## src/rtl/mux_arb_pkg.sv

```systemverilog
// Shared types and constants for the 4-way burst arbiter and its data-path mux.
// The round-robin search helper lives here so the arbiter top stays FSM-only.
package mux_arb_pkg;

    localparam int NUM_REQ = 4;
    localparam int SEL_W   = 2;

    typedef enum logic {
        IDLE = 1'b0,
        BUSY = 1'b1
    } state_t;

    // First requester with req high, searching ptr, ptr+1, ... wrapping modulo NUM_REQ.
    function automatic logic [SEL_W-1:0] rr_pick(
        input logic [NUM_REQ-1:0] req,
        input logic [SEL_W-1:0]   ptr
    );
        logic [SEL_W-1:0] pick;
        logic [SEL_W-1:0] idx;
        logic             found;
        pick  = ptr;
        found = 1'b0;
        for (int i = 0; i < NUM_REQ; i++) begin
            idx = ptr + SEL_W'(i);
            if (!found && req[idx]) begin
                pick  = idx;
                found = 1'b1;
            end
        end
        return pick;
    endfunction

endpackage

```

## src/rtl/mux4_arb_if.sv

```systemverilog
// Requester/downstream bundle of the 4-way arbiter. The arbiter uses the slave
// view; whoever drives requests and consumes s uses the master view.
interface mux4_arb_if #(
    parameter int WIDTH = 8
);
    import mux_arb_pkg::*;

    logic [NUM_REQ-1:0] req;
    logic [WIDTH-1:0]   e0;
    logic [WIDTH-1:0]   e1;
    logic [WIDTH-1:0]   e2;
    logic [WIDTH-1:0]   e3;
    logic               s_ready;
    logic [NUM_REQ-1:0] gnt;
    logic [SEL_W-1:0]   sel;
    logic               en;
    logic [WIDTH-1:0]   s;
    logic               s_valid;

    modport master (
        output req, e0, e1, e2, e3, s_ready,
        input  gnt, sel, en, s, s_valid
    );

    modport slave (
        input  req, e0, e1, e2, e3, s_ready,
        output gnt, sel, en, s, s_valid
    );

endinterface

```

## src/rtl/mux4_arb_mux4.sv

```systemverilog
// Gated 4:1 data mux: s follows the selected input while en is high, else zero.
module mux4
    import mux_arb_pkg::*;
#(
    parameter int WIDTH = 8
) (
    input  logic             en,
    input  logic [SEL_W-1:0] sel,
    input  logic [WIDTH-1:0] e0,
    input  logic [WIDTH-1:0] e1,
    input  logic [WIDTH-1:0] e2,
    input  logic [WIDTH-1:0] e3,
    output logic [WIDTH-1:0] s
);

    always_comb begin
        s = '0;
        if (en) begin
            case (sel)
                2'd0:    s = e0;
                2'd1:    s = e1;
                2'd2:    s = e2;
                default: s = e3;
            endcase
        end
    end

endmodule

```

## src/rtl/mux4_arb.sv

```systemverilog
// Round-robin 4-way burst arbiter: grants one requester for up to MAX_BURST beats,
// then always drops to IDLE for one cycle before the next arbitration.
module mux4_arb
    import mux_arb_pkg::*;
#(
    parameter int WIDTH     = 8,
    parameter int MAX_BURST = 4
) (
    input  logic       clk,
    input  logic       rst,
    mux4_arb_if.slave  bus
);

    localparam logic [7:0] LAST_BEAT = 8'(MAX_BURST - 1);

    state_t           state_reg, state_next;
    logic [SEL_W-1:0] sel_reg, sel_next;
    logic [SEL_W-1:0] ptr_reg, ptr_next;
    logic [7:0]       beat_reg, beat_next;
    logic             en;
    logic             s_valid;
    logic             xfer;

    assign en      = (state_reg == BUSY);
    assign s_valid = en && bus.req[sel_reg];
    assign xfer    = s_valid && bus.s_ready;

    always_ff @(posedge clk) begin
        if (rst) begin
            state_reg <= IDLE;
            sel_reg   <= '0;
            ptr_reg   <= '0;
            beat_reg  <= '0;
        end else begin
            state_reg <= state_next;
            sel_reg   <= sel_next;
            ptr_reg   <= ptr_next;
            beat_reg  <= beat_next;
        end
    end

    always_comb begin
        state_next = state_reg;
        sel_next   = sel_reg;
        ptr_next   = ptr_reg;
        beat_next  = beat_reg;
        case (state_reg)
            IDLE: begin
                if (|bus.req) begin
                    sel_next   = rr_pick(bus.req, ptr_reg);
                    beat_next  = '0;
                    state_next = BUSY;
                end
            end
            BUSY: begin
                if (xfer) begin
                    beat_next = beat_reg + 8'd1;
                end
                // A final-beat transfer and a dropped request both release; either way ptr advances.
                if ((xfer && (beat_reg == LAST_BEAT)) || !bus.req[sel_reg]) begin
                    state_next = IDLE;
                    ptr_next   = sel_reg + SEL_W'(1);
                end
            end
            default: state_next = IDLE;
        endcase
    end

    generate
        for (genvar gi = 0; gi < NUM_REQ; gi++) begin : g_gnt
            assign bus.gnt[gi] = en && (sel_reg == SEL_W'(gi));
        end
    endgenerate

    assign bus.sel     = sel_reg;
    assign bus.en      = en;
    assign bus.s_valid = s_valid;

    mux4 #(
        .WIDTH (WIDTH)
    ) u_mux4 (
        .en  (en),
        .sel (sel_reg),
        .e0  (bus.e0),
        .e1  (bus.e1),
        .e2  (bus.e2),
        .e3  (bus.e3),
        .s   (bus.s)
    );

endmodule

```

## src/flat_wrapper.sv

```systemverilog
// flat-port wrapper written by rule: the top's interface ports become plain ports
module mux4_arb_flat import mux_arb_pkg::*;
#(
    parameter int WIDTH     = 8,
    parameter int MAX_BURST = 4
)
  (clk, rst, bus_req, bus_e0, bus_e1, bus_e2, bus_e3, bus_s_ready, bus_gnt, bus_sel, bus_en, bus_s, bus_s_valid);
  mux4_arb_if #(.WIDTH(WIDTH)) bus_i ();
  input  logic clk;
  input  logic rst;
  input wire logic [$bits(bus_i.req)-1:0] bus_req;
  input wire logic [$bits(bus_i.e0)-1:0] bus_e0;
  input wire logic [$bits(bus_i.e1)-1:0] bus_e1;
  input wire logic [$bits(bus_i.e2)-1:0] bus_e2;
  input wire logic [$bits(bus_i.e3)-1:0] bus_e3;
  input wire logic [$bits(bus_i.s_ready)-1:0] bus_s_ready;
  output wire logic [$bits(bus_i.gnt)-1:0] bus_gnt;
  output wire logic [$bits(bus_i.sel)-1:0] bus_sel;
  output wire logic [$bits(bus_i.en)-1:0] bus_en;
  output wire logic [$bits(bus_i.s)-1:0] bus_s;
  output wire logic [$bits(bus_i.s_valid)-1:0] bus_s_valid;
  assign bus_i.req = bus_req;
  assign bus_i.e0 = bus_e0;
  assign bus_i.e1 = bus_e1;
  assign bus_i.e2 = bus_e2;
  assign bus_i.e3 = bus_e3;
  assign bus_i.s_ready = bus_s_ready;
  assign bus_gnt = bus_i.gnt;
  assign bus_sel = bus_i.sel;
  assign bus_en = bus_i.en;
  assign bus_s = bus_i.s;
  assign bus_s_valid = bus_i.s_valid;
  mux4_arb #(.WIDTH(WIDTH), .MAX_BURST(MAX_BURST)) u_core (.clk(clk), .rst(rst), .bus(bus_i));
endmodule
```

## config.mk

```make
export PLATFORM = sky130hd
export DESIGN_NAME = mux4_arb_flat
export DESIGN_NICKNAME = d
export VERILOG_FILES = /design/src/rtl/mux_arb_pkg.sv /design/src/rtl/mux4_arb_if.sv /design/src/rtl/mux4_arb_mux4.sv /design/src/rtl/mux4_arb.sv /design/src/flat_wrapper.sv
export SDC_FILE = /design/constraint.sdc
export NUM_CORES = 1
export LEC_CHECK = 0
export ABC_AREA = 1
export ABC_CLOCK_PERIOD_IN_PS = 1700
export BUFFER_PORTS_ARGS = -buffer_cell sky130_fd_sc_hd__clkbuf_2
export CAP_MARGIN = 20
export CORE_ASPECT_RATIO = 0.8
export CORE_UTILIZATION = 47
export DETAILED_ROUTE_END_ITERATION = 10
export GPL_TIMING_DRIVEN = 0
export PLACE_DENSITY = 0.79
export SKIP_LAST_GASP = 1
export SLEW_MARGIN = 20
export SYNTH_ARGS = -nofsm -noshare
export SYNTH_HDL_FRONTEND = slang
export SYNTH_SLANG_ARGS = --single-unit
```

## constraint.sdc

```tcl
create_clock -name clk -period 1.7 [get_ports clk]
set_input_delay 0.34 -clock clk [delete_from_list [all_inputs] [get_ports clk]]
set_output_delay 0.34 -clock clk [all_outputs]
set_load 0.01 [all_outputs]
```

==> out/metrics.sh <==
INTERNAL_POWER_W=0.0008260
FIN_TOTAL_PWR_W=0.001482
FINALHOLDVIOLCOUNT=0
SKEW_NS=0.003571
VIOLATIONS='setup timing'
YS_TOP_CELLS_BY_AREA='nand2_1 (23%), dfxtp_1 (21%), a21oi_1 (6.0%), ha_1 (6.0%), inv_1 (5.4%)'
CRIT_TYPE='register to output port'
FIN_CELLS=310
PORTBUFFERS=53
ANTENNA_VIOLATIONS_BEFORE_REPAIR=0
NUMBER_OF_FLIP_FLOPS_AND_LATCHES_IN_THE_SYNTHESIZED_NETLIST=13
MAX_FREQ_MHz=577.5
REMAINING_NUMBER_OF_NETS_FLAGGED_BY_THE_ANTENNA_CHECK_AFTER_ROUTING=0
YOSYSUNIQUECELLTYPES=25
FIN_SETUP_TNS_NS=-0.08253
CORE_AREA_SQ_UM=2482
MAPPEDNETLISTAREA_SQ_UM=1256
TRITONCTS_CLOCK_TREE='done'
FIN_WS_NS=-0.03149
MAXSLEWHEADROOM=0.7693
CTSHOLDBUFFERS=0
GRT_REMAINING_OVERFLOW=0
RR_STARTPOINT='u_core.bus.sel[0]$_SDFFE_PP0P_'
POWERDENSITY_nW_PER_UM2=853.8
SYNTH.MOST_COMMON_CELL='nand2_1'
HOLD_PATH.CLASS='primary input to register'
DIODES=0
ROUTE.VIAS.TOTAL=1506
DPL.HPWL_UM=2475
CRITICAL_PATH_BUF_INV_COUNT=2
AREAGROWTHSYNTHTOFINISH_PCT=38.15
CRITPATHLAUNCH='u_core.bus.sel[0]$_SDFFE_PP0P_'
MET3_USAGE=0.05040
CHIPWIDTH_UM=59.80
WORST_SKEW_PAIR.LATE_LATENCY_NS=0.28
SYN_INST=214
POST_DRT_VIA_CELL_RATIO=4.858
FINISH.NET_COUNT=320
MULTIINPUTGATEAREA_SQ_UM=929.6
P_CLK_FRAC=0.132
RSZ0062_AT_GRT='yes'
TRACK_USAGE=0.2281
MOST_NUMEROUS_CELL_TYPES_IN_THE_SYNTHESIZED_NETLIST='nand2_1 (77), inv_1 (18), a21oi_1 (15), nor2_1 (15), dfxtp_1 (13)'
WORST_PATH_MAX_DELAY_CELL='dfxtp_4'
CRIT_REQUIRED_NS=1.36
FINAL_PERIOD_MINUS_WORST_SETUP_SLACK_NS=1.731
DETAIL_ROUTE.DRC_VIOLATIONS=0
NUMCTSBUFFERS=3
CRITICAL_PATH.MAX_FANOUT=9
DESIGN.DIE.AREA_SQ_UM=2885
START_UTIL=0.5060
CTS_HTREE_LEVELS=1
SEQ_POWER_SHARE=0.261
SEQUENTIAL_CELL_AREA_SQ_UM=269.0
SWITCHING_SHARE=0.4425
CLOCK_TREE.ROOT_CELL='clkbuf_4'
SYNTHARSTFLOPSHARE=0
SYNTH-SEQ-AREA-SHARE=0.2072
GLOBALROUTEMET1UTIL=0.2752
LAYOUT_WORST_PATH_CYCLE_SHARE=1.019
DETAIL_ROUTE.ITER0.VIOLATIONS=56
CRITPATHARRIVALTIME_NS=1.39
FILLERS=234
CRITPATHTOPFAMILY='flip-flops'
MIN_FROM='rst'
POSTSYNTHNETCOUNT=259
CTS.CLK_SLEW.WORST_PATHS_NS=0.08
CRITPATHLAUNCHTYPE='register'
SYNTH_LARGEST_AREA_CELL='nand2_1'
WORST_IR_DROP_VDD_mV=0.4179
PLACE_INST=303
CAP_VIOLATIONS=0
COMB_POWER_SHARE=0.607
REPORT.FINAL.SLEW_VIOL_COUNT=0
SYNTH_EDF_COUNT=0
DETAIL_ROUTE.FIRST_PASS.ITERATIONS=4
ROWS=16
NUMBER_OF_TOP_LEVEL_PINS=55
WORST-SLEW-PIN-TRANSITION_NS=0.3445
GRT_START_MAX_NET_PINS=11
POWER.SWITCHING_W=0.0006556
GRT_PASS1_VIAS=1198
DIE_Y_UM=48.24
GRT_USE_MET2=0.4311
DRT-TOTAL-WL_UM=3345
YOSYS.AREA.TOP_TYPE_SHARE=0.2301
YOSYS_WARNINGS=0
POWER.LEAKAGE_nW=0.8812
CRIT_CHAIN='buf_4 -> ha_4 -> a21oi_1 -> a31oi_1 -> buf_2'
SYNTHESIS.AREA_PER_INSTANCE_SQ_UM=5.870
SHARE_OF_CELLS_ABOVE_DRIVE_STRENGTH_1=0.3650
GPL.FINAL_WEIGHTED_CONGESTION=0.8092
CLOCK_TREE.BUFFER_DEPTH=2
TIMING.FINAL.SETUP_VIOLATIONS=7
STATUS='complete, but fails checks'
BUSIEST_LAYER='met2'
LARGEST_REGISTER_FFS=8
ROUTEDWLPERCELL_UM=10.79
NUM_CLOCK_SINKS=13
SYNTH_TOP_FLOP_CELL='dfxtp_1'
MAX_STAGE_DELAY_NS=0.38
CRIT_PATH_END_KIND='output port'
GRT_PASS1_WL_UM=4926
## area by class of cell
type                            count  area share
Sequential cell                    13      0.1550
Timing Repair Buffer               60      0.1925
Clock buffer                        4     0.01514
Tap cell                           36     0.02596
Multi-Input combinational cell    172      0.5357
Inverter                           22     0.05335
Buffer                              3     0.02235
## stage by stage
stage / hold slack [ns] / setup slack (ns) / util / cell area [sq um]
after floorplan: 0.4475 / 0.1057 / - / 1256
after global placement: 0.4683 / -0.1775 / 0.6310 / 1567
after detailed placement: 0.4735 / -0.1875 / 0.6310 / 1567
after CTS: 0.2177 / -0.01666 / 0.6951 / 1725
after global routing: 0.2176 / -0.1038 / 0.6991 / 1735
final: 0.2195 / -0.03149 / 0.6991 / 1735
## power groups by stage
stage	Clock [W]	Combinational (W)	Sequential (W)
3_5_place_dp	0	0.000704	0.000381
3_3_place_gp	0	0.000696	0.000380
6_report	0.000196	0.000899	0.000387
4_1_cts	0.000201	0.000881	0.000385
5_1_grt	0.000215	0.00100	0.000392
2_1_floorplan	0	0.000499	0.000379
## metal layers
layer,wire length (um),share of wire,vias to the layer above
li1,-,-,808
met1,1578,0.47,644
met2,1502,0.45,52
met3,249,0.074,2
met4,14,0.0042,0
met5,0,0,-
## kinds of logic (layout without fill, tap and decap cells)
family / Yosys count / in the layout / synth area share
simple gates: 123 / 123 / 0.4303
compound gates: 39 / 39 / 0.1693
buf+inv: 29 / 89 / 0.1056
flops: 13 / 13 / 0.2072
fa+ha+maj: 6 / 6 / 0.05976
xor+xnor: 4 / 4 / 0.02789
## cells in the final DEF (no fill, tap or decap), drive strengths merged, types with 2 or more instances in the layout
master	count
clkbuf	55
inv	22
o21ai	14
buf	12
dfxtp	13
a31oi	9
a21oi	15
nand4	3
xor2	4
nand3	13
nand2	86
nor2	19
nor3	2
ha	6
## final timing paths
| path | end | depth (start not counted) | slack [ns] |
|---|---|---|---|
| min reg2reg | u_core.beat_reg[0]$_SDFFE_PP0P_ | 1 | 0.49 |
| max reg2reg | u_core.ptr_reg[0]$_SDFFE_PP0P_ | 8 | 0.22 |
| min | u_core.bus.en$_SDFF_PP0_ | 2 | 0.22 |
| max | bus_s[4] | 5 | -0.03 |
## timing repair
item                                   4_1_cts  5_1_grt
resized for setup                           29        4
endpoints found under the hold margin        0        0
setup endpoints to repair                   11        9
buffers inserted                             6        1
pin swaps                                    5        1
(Power assumes the default switching activity.)
